File: src/rtl/intc_pkg.sv
`default_nettype none
// ============================================================================
//  Module      : intc_pkg
//  Description : Shared constants and helpers for the vectored interrupt
//                controller (register offsets, source limit, block decode).
//  Revision    : 1.0 - initial release
// ============================================================================
package intc_pkg;

    // Upper bound on the number of interrupt sources; also the width of
    // the register bus data path.
    localparam int MAX_IRQ = 32;

    // Word offsets inside the 32-byte register block (input_addr[4:2]).
    typedef logic [2:0] reg_off_t;

    localparam reg_off_t OFF_PENDING = 3'd0;
    localparam reg_off_t OFF_MASK    = 3'd1;
    localparam reg_off_t OFF_MODE    = 3'd2;
    localparam reg_off_t OFF_INSVC   = 3'd3;
    localparam reg_off_t OFF_EOI     = 3'd4;

    // Block hit test.
    // Only address bits [31:5] take part, so callers pass those bits alone.
    function automatic logic blk_hit(input logic [26:0] addr_hi,
                                     input logic [26:0] base_hi);
        return (addr_hi == base_hi);
    endfunction

endpackage
`default_nettype wire

File: src/rtl/intc_src.sv
`default_nettype none
// ============================================================================
//  Module      : intc_src
//  Description : One interrupt source: input history flop, edge/level event
//                detection and the pending flop. A new event wins over a
//                W1C or acknowledge clear in the same cycle.
//  Revision    : 1.0 - initial release
// ============================================================================
module intc_src (
    input  logic clk,
    input  logic rst,
    input  logic done,
    input  logic mode,      // 1 = edge, 0 = level
    input  logic w1c,
    input  logic ack_clr,
    output logic pending
);

    logic done_d_q;
    logic pending_q;
    logic pending_d;
    logic w_set;

    // Event detect, then set-over-clear next state for the pending bit.
    always_comb begin
        w_set     = mode ? (done & ~done_d_q) : done;
        pending_d = w_set | (pending_q & ~w1c & ~ack_clr);
    end

    // History flop runs every cycle regardless of mode; pending latches events.
    always_ff @(posedge clk or posedge rst) begin
        if (rst) begin
            done_d_q  <= 1'b0;
            pending_q <= 1'b0;
        end else begin
            done_d_q  <= done;
            pending_q <= pending_d;
        end
    end

    assign pending = pending_q;

endmodule
`default_nettype wire

File: src/rtl/intc_vec.sv
`default_nettype none
// ============================================================================
//  Module      : intc_vec
//  Description : Vectored interrupt controller for NUM_IRQ sources. Holds
//                MASK, MODE, INSVC and the active flag, performs fixed
//                lowest-index-first arbitration, drives the ISR vector and
//                decodes the single-cycle register bus.
//  Revision    : 1.0 - initial release
// ============================================================================
module intc_vec
    import intc_pkg::*;
#(
    parameter int                 NUM_IRQ    = 4,
    parameter int                 SEL_W      = (NUM_IRQ > 1) ? $clog2(NUM_IRQ) : 1,
    parameter logic [31:0]        BASE_ADDR  = 32'h0000_0000,
    parameter logic [NUM_IRQ-1:0] MODE_RESET = '0
) (
    input  logic                    clk,
    input  logic                    rst,
    input  logic [NUM_IRQ-1:0]      done,
    input  logic [NUM_IRQ*32-1:0]   vec_addr,
    input  logic [31:0]             input_addr,
    input  logic [31:0]             write_data,
    input  logic                    write_enable,
    input  logic                    IACK,
    output logic                    IRQ,
    output logic [31:0]             isr_addr,
    output logic [SEL_W-1:0]        priority_select,
    output logic [31:0]             read_data
);

    // ------------------------------------------------------------------
    // State
    // ------------------------------------------------------------------
    logic [NUM_IRQ-1:0] mask_q,  mask_d;
    logic [NUM_IRQ-1:0] mode_q,  mode_d;
    logic [NUM_IRQ-1:0] insvc_q, insvc_d;
    logic               active_q, active_d;

    // ------------------------------------------------------------------
    // Combinational nets
    // ------------------------------------------------------------------
    logic               w_hit;
    reg_off_t           w_off;
    logic               w_wr;
    logic [NUM_IRQ-1:0] w_pending;
    logic [NUM_IRQ-1:0] w_eligible;
    logic [SEL_W-1:0]   w_sel;
    logic [NUM_IRQ-1:0] w_sel_oh;
    logic               w_irq;
    logic               w_ack;
    logic               w_eoi;
    logic [NUM_IRQ-1:0] w_w1c;
    logic [NUM_IRQ-1:0] w_ack_clr;
    logic [31:0]        w_isr;
    logic [MAX_IRQ-1:0] w_rd;

    // Address bits below the word offset and the write-data bits above
    // NUM_IRQ are architecturally ignored.
    logic w_unused_bits;
    assign w_unused_bits = ^{input_addr[1:0], write_data};

    // Bus decode: block hit, word offset and qualified write strobes.
    always_comb begin
        w_hit = blk_hit(input_addr[31:5], BASE_ADDR[31:5]);
        w_off = input_addr[4:2];
        w_wr  = write_enable & w_hit;
        w_eoi = w_wr & (w_off == OFF_EOI);
        w_w1c = (w_wr && (w_off == OFF_PENDING)) ? write_data[NUM_IRQ-1:0] : '0;
    end

    // ------------------------------------------------------------------
    // Per-source capture
    // ------------------------------------------------------------------
    for (genvar gi = 0; gi < NUM_IRQ; gi++) begin : g_src
        intc_src u_src (
            .clk     (clk),
            .rst     (rst),
            .done    (done[gi]),
            .mode    (mode_q[gi]),
            .w1c     (w_w1c[gi]),
            .ack_clr (w_ack_clr[gi]),
            .pending (w_pending[gi])
        );
    end

    // Priority encoder: scan high to low so the lowest eligible index wins.
    always_comb begin
        w_eligible = w_pending & mask_q;
        w_sel      = '0;
        for (int i = NUM_IRQ - 1; i >= 0; i--) begin
            if (w_eligible[i]) begin
                w_sel = SEL_W'(i);
            end
        end
    end

    // One-hot of the winner, vector mux and request/acknowledge qualification.
    always_comb begin
        w_sel_oh = '0;
        w_isr    = vec_addr[31:0];
        for (int i = 0; i < NUM_IRQ; i++) begin
            if (w_sel == SEL_W'(i)) begin
                w_sel_oh[i] = 1'b1;
                w_isr       = vec_addr[32*i +: 32];
            end
        end
        w_irq     = (|w_eligible) & ~active_q;
        w_ack     = IACK & w_irq;
        w_ack_clr = w_ack ? w_sel_oh : '0;
    end

    // Next state for the control registers and the in-service tracking.
    // An acknowledge needs active=0 and an EOI only clears, so the two never
    // collide in a meaningful way.
    always_comb begin
        mask_d   = mask_q;
        mode_d   = mode_q;
        insvc_d  = insvc_q;
        active_d = active_q;
        if (w_wr && (w_off == OFF_MASK)) begin
            mask_d = write_data[NUM_IRQ-1:0];
        end
        if (w_wr && (w_off == OFF_MODE)) begin
            mode_d = write_data[NUM_IRQ-1:0];
        end
        if (w_ack) begin
            insvc_d  = w_sel_oh;
            active_d = 1'b1;
        end else if (w_eoi) begin
            insvc_d  = '0;
            active_d = 1'b0;
        end
    end

    // Register update with asynchronous reset; mask comes up fully enabled.
    always_ff @(posedge clk or posedge rst) begin
        if (rst) begin
            mask_q   <= '1;
            mode_q   <= MODE_RESET;
            insvc_q  <= '0;
            active_q <= 1'b0;
        end else begin
            mask_q   <= mask_d;
            mode_q   <= mode_d;
            insvc_q  <= insvc_d;
            active_q <= active_d;
        end
    end

    // Zero-latency read mux; misses and unmapped offsets return zero.
    always_comb begin
        w_rd = '0;
        if (w_hit) begin
            case (w_off)
                OFF_PENDING: w_rd[NUM_IRQ-1:0] = w_pending;
                OFF_MASK:    w_rd[NUM_IRQ-1:0] = mask_q;
                OFF_MODE:    w_rd[NUM_IRQ-1:0] = mode_q;
                OFF_INSVC:   w_rd[NUM_IRQ-1:0] = insvc_q;
                default:     w_rd = '0;
            endcase
        end
    end

    assign IRQ             = w_irq;
    assign priority_select = w_sel;
    assign isr_addr        = w_isr;
    assign read_data       = w_rd;

endmodule
`default_nettype wire

File: config.mk
export PLATFORM = sky130hd
export DESIGN_NAME = intc_vec
export DESIGN_NICKNAME = d
export VERILOG_FILES = /design/src/rtl/intc_pkg.sv /design/src/rtl/intc_src.sv /design/src/rtl/intc_vec.sv
export SDC_FILE = /design/constraint.sdc
export NUM_CORES = 1
export LEC_CHECK = 0
export BUFFER_PORTS_ARGS = -buffer_cell sky130_fd_sc_hd__buf_2
export CAP_MARGIN = 20
export CORE_AREA = 2 2 102 104
export DETAILED_ROUTE_END_ITERATION = 10
export DIE_AREA = 0 0 104 106
export HOLD_SLACK_MARGIN = 0.03
export SKIP_LAST_GASP = 1
export SYNTH_ARGS = -nofsm -noshare
export SYNTH_HDL_FRONTEND = slang
export SYNTH_SLANG_ARGS = --single-unit
export TNS_END_PERCENT = 5
File: constraint.sdc
create_clock -name clk -period 3.2 [get_ports clk]
set_clock_uncertainty 0.2 [all_clocks]
set_input_delay 0.64 -clock clk [delete_from_list [all_inputs] [get_ports clk]]
set_output_delay 0.64 -clock clk [all_outputs]
set_load 0.01 [all_outputs]
# Word level (Yosys, flattened, before mapping)
# Index checks and enable logic that the tools add are counted.
[classes] n_eq_ne=7 n_mux=23 n_reduce_logical=8 bitwise_logic=34
[op_table] operator="32-bit two-way mux" n=3
[op_table] operator="27-bit logical NOT" n=1
[op_table] operator="4-bit two-way mux" n=5
[op_table] operator="1-bit AND" n=16
[op_table] operator="4-bit case mux with 4 select lines" n=1
[op_table] operator="1-bit NOT" n=13
[op_table] operator="1-bit two-way mux" n=10
[op_table] operator="2-bit two-way mux" n=4
[op_table] operator="3-bit by 2-bit == test with 1-bit output (second input constant)" n=2
[op_table] operator="4-bit AND" n=1
[op_table] operator="2-bit == test (second input constant)" n=2
[op_table] operator="1-bit bitwise OR" n=4
[op_table] operator="4-bit OR reduction" n=1
[op_table] operator="3-bit by 1-bit == test with 1-bit output (second input constant)" n=1
[op_table] operator="3-bit == test (second input constant)" n=1
[op_table] operator="1-bit logical AND" n=3
[op_table] operator="3-bit logical NOT" n=1
[op_table] operator="2-bit by 1-bit == test with 1-bit output (second input constant)" n=1
[op_table] operator="2-bit logical NOT" n=1
[op_table] operator="2-bit nonzero test" n=1
[totals] regBits=21 elab_cells=84 out_inout_bits=67 input_bits=200

# Depth between registers and ports, before layout
[logic_depth] word_depth=11 depth_mapped=5 ltp_nobuf=4

# Cells and area by module
# From an unflattened synthesis, not the netlist that was laid out.
[unflattened] hier_cells=322 area_unflattened_um2=2414.8
[modules_own_cells] mod="intc_vec" cells_per_inst=298 area_per_inst_um2=2134.5 seq_area_each_um2=330.3 n_inst=1
[modules_own_cells] mod="intc_src" cells_per_inst=6 area_per_inst_um2=70.1 seq_area_each_um2=50.0 n_inst=4

# Least setup slack after synthesis
# OpenSTA, ideal clock, no wires.
[synth_path] path_type="in2out" from="input port input_addr[23]" to="output port read_data[0]" path_slack_ns=0.447 arrival_ns=1.913 cell_stages=4 path_buffers=0 t_required_ns=2.360 cell_sequence="nor4_4 -> nand4_4 -> or3_1 -> nor3b_1"
[synth_between] elab_chain_len=2
[synth_lines] item="from (decl)" line="intc_vec.sv:22" source="input logic [31:0] input_addr,"
[synth_lines] item="27-bit logical NOT" line="intc_pkg.sv:27" source="return (addr_hi == base_hi);"
[synth_lines] item="4-bit two-way mux" line="intc_vec.sv:154" source="if (w_hit) begin"
[synth_lines] item="to (decl)" line="intc_vec.sv:29" source="output logic [31:0] read_data"
# No other way between the ends.

# Worst setup path in the final report
[layout_path] from="register mask_q[1]" to="output port isr_addr[2]"
[layout_between] elab_chain_len=7 word_cells_on_any_way=9 classes_between="eq/ne: 3; mux: 5; bitwise: 1"
[layout_lines] item="from (decl)" line="intc_vec.sv:35" source="logic [NUM_IRQ-1:0] mask_q, mask_d;"
[layout_lines] item="from (signal assigned)" line="intc_vec.sv:144" source="mask_q <= mask_d;"
[layout_lines] item="4-bit AND (*)" line="intc_vec.sv:89" source="w_eligible = w_pending & mask_q;"
[layout_lines] item="2-bit two-way mux (*) (2 in a row)" line="intc_vec.sv:92" source="if (w_eligible[i]) begin"
[layout_lines] item="2-bit by 1-bit == test with 1-bit output" line="intc_vec.sv:103" source="if (w_sel == SEL_W'(i)) begin"
[layout_lines] item="32-bit two-way mux (2 in a row)" line="intc_vec.sv:103"
[layout_lines] item="32-bit two-way mux (*)" line="intc_vec.sv:103"
[layout_lines] item="to (decl)" line="intc_vec.sv:27" source="output logic [31:0] isr_addr,"
# Mark *: on every way between the ends. The rest lies on a longest branch, timed or not.

==> results.md <==
* Net Sw Frac at 28.7%
* Post CTS Setup Buffer Count at 0
* Max Cap Viol at 0
* WP data arrival at 2.19 ns
* Layout cells sized above 1 at 51.1%
* FMAX at 330 MHz
* Syn Area/Cell at 8.56 sq um
* Hold Slack at 0.304 ns
* Setup CP Type: reg2out
* I/O pins at 267
* CTS tree: done
* Setup TNS Final at 0 ns
* Period Utilization, post-route at 94.8%
* CTS Buf Count at 3
* CP peak stage delay at 0.59 ns
* Later-pin clock latency in the skew report at 0.26 ns
* Pin count of the biggest net entering global routing at 36
* CP endpoint kind: primary output
* Routed WL at 10100 microns
* Slew Viols, Final at 0
* HP Class: in2reg
* Yosys warnings at 0
* EDFF count, synth at 0
* Post-route antenna net violation count at 0
* Main flop type after synthesis: dfrtp_1
* Pwr Total at 661 uW
* Via count at 3122
* Overflow after GRT at 0
* Unrepaired setup endpoints after global routing: no
* Root buffer cell: clkbuf_8
* Post-Syn Area at 2450 sq um
* Rows at 37
* Detail-routed via count per cell at 5.00
* Sequential-to-total area share from yosys stat at 21.7%
* Footprint of the multi-input gates at 1710 sq um
* Maximum fanout along the worst path at 24
* Clock sink count at 21
* Gate power share at 32.8%
* Synth unique cells at 37
* Status: complete, no violations
* Async S/R FF share, synth at 100%
* Initial DRC Count at 139
* Inserted Diodes at 0
* Final setup vio count at 0
* H-Tree Depth at 1
* Worst-Margin Slew at 0.846 ns
* Worst Slack Setup Final at 0.167 ns
* Peak VDD IR at 109 uV
* Starting Density at 24.5%
* Initial antenna violation count at 0
* Core Region at 10000 sq um
* P_sw at 190 uW
* Area Overhead vs Synth at 48.2%
* Syn Inst Count at 286
* #FFs+latches synth at 21
* Die X at 104 microns
* Nets@finish at 690
* Post-CTS sizing at 0
* Post-DP HPWL at 8260 microns
* FILL cells at 1069
* Minimum clock period at 3.03 ns
* GPL Wtd Cong at 0.859
* Cts hold-fix bufs at 0
* Tot GR Track Use at 17.2%
* Clk pin slew, worst setup/hold paths at 0.08 ns
* Sequential cell area at 531 sq um
* Crit-path cells: a22o_1 -> nor2_2 -> buf_4 -> a211oi_1 -> o2bb2ai_1 -> buf_2
* Pwr Density at 182 nW/um^2
* Critical Path RT at 2.36 ns
* Full die area at 11000 sq um
* Port Buffers at 208
* First-pass GRT wire length at 15500 microns
* CP Launch Type: flip-flop
* Lkg Pwr at 0.00184 uW
* Number of global-route vias before repair at 3050
* Residual DRC count at 0
* Slowest CP cell: dfstp_2
* Wire per inst at 16.1 microns
* Post-place setup slack at 0.220 ns
* Slew HR at 43.6%
* Vert. Die Dim at 106 microns
* First-pass DRT Iterations at 4
* Share of power burned in registers at 40.8%
* Clk buf depth at 2
* Fin. Hold Viols at 0
* Clock Power Share at 26.4%
* Pint at 471 uW
-- cell usage after synthesis (all sizes together), types with 5 or more instances --
master | n | share of area, %
nand3 | 5 | 1.0
buf | 29 | 9.0
mux2 | 8 | 4.3
nand2 | 19 | 2.9
nor4 | 10 | 6.7
a211oi | 32 | 9.8
a31oi | 5 | 1.3
clkbuf | 21 | 3.2
o2bb2ai | 32 | 11
dfrtp | 17 | 17
and3 | 32 | 8.2
a21boi | 5 | 1.5
o21ai | 34 | 7.0
-- metal layers --
metal  wire length [microns]  GRT usage [%]  vias up
li1                        -              -     1471
met1                    4100           20.6     1488
met2                    5200           32.6      153
met3                     584           2.21       10
met4                     192           3.86        0
met5                       0              0        -
-- worst paths after layout --
check                                          end                    from  slack, ns  cells after the start
max                                    isr_addr[2]               mask_q[1]       0.17                      6
min                        g_src[1].u_src.done_d_q                 done[1]       0.30                      1
max reg2reg                             insvc_q[1]  g_src[0].u_src.pending       1.42                      4
min reg2reg                             insvc_q[2]              insvc_q[2]       0.34                      2
max in group asynchronous  g_src[3].u_src.done_d_q                     rst       1.94                      2
min in group asynchronous                mode_q[1]                     rst       0.34                      2
-- cell type report --
type / count / share of cell area [%]
inverter: 3 / 0.310
tap: 136 / 4.69
timing repair buffer: 222 / 31.9
sequential: 21 / 14.6
clock buffer: 4 / 1.24
multi-input combinational: 239 / 47.2
-- cells by family after synthesis --
logic type      synth area share [%]
simple gates                    24.2
other cells                    0.153
mux                             7.98
flops                           21.7
compound gates                  33.3
buf+inv                         12.7
-- placed cells by master (no fill, tap or decap), types with 3 or more instances in the layout --
master     Yosys  layout
buf_4         28      13
o21ai_0       33      33
nor3b_1        4       4
mux2_4         4       4
o2bb2ai_1     32      32
nand3_1        5       5
a31oi_1        5       5
nor4_4         6       6
dfrtp_1       17      17
conb_1         1      28
mux4_2         4       4
o22ai_1        4       4
clkbuf_8       0       3
inv_1          3       3
nand2_1       19      19
a21boi_0       5       5
dfstp_2        4       4
a211oi_1      32      32
and3_1        32      32
buf_2          0     208
-- sequential cells by signal, indices dropped and copies added, names as in the netlist --
register              count
active_q                  1
g_src.u_src.done_d_q      4
g_src.u_src.pending       4
insvc_q                   4
mask_q                    4
mode_q                    4
-- per-stage QoR --
step	instances	area (sq um)	util, %
5_1_grt	625	3630	36.3
4_1_cts	625	3630	36.3
3_3_place_gp	621	3580	35.8
3_5_place_dp	621	3580	35.8
6_report	625	3630	36.3
2_1_floorplan	313	2550	-
-- critical path, delay by kind of cell, from the launching register on --
kind / cells / cell delay (ns)
AOI/OAI and AO/OA: 3 / 0.89
DFF: 1 / 0.59
buffers and inverters: 2 / 0.37
and+or+nand+nor: 1 / 0.06
-- power by group through the flow --
stage	sequential [uW]	clock (uW)	combinational, uW
after floorplan	274	0	100
after global placement	275	0	212
after detailed placement	275	0	217
after CTS	270	178	218
after global routing	270	192	237
final	270	174	217
Power figures use the tool's default switching activity.
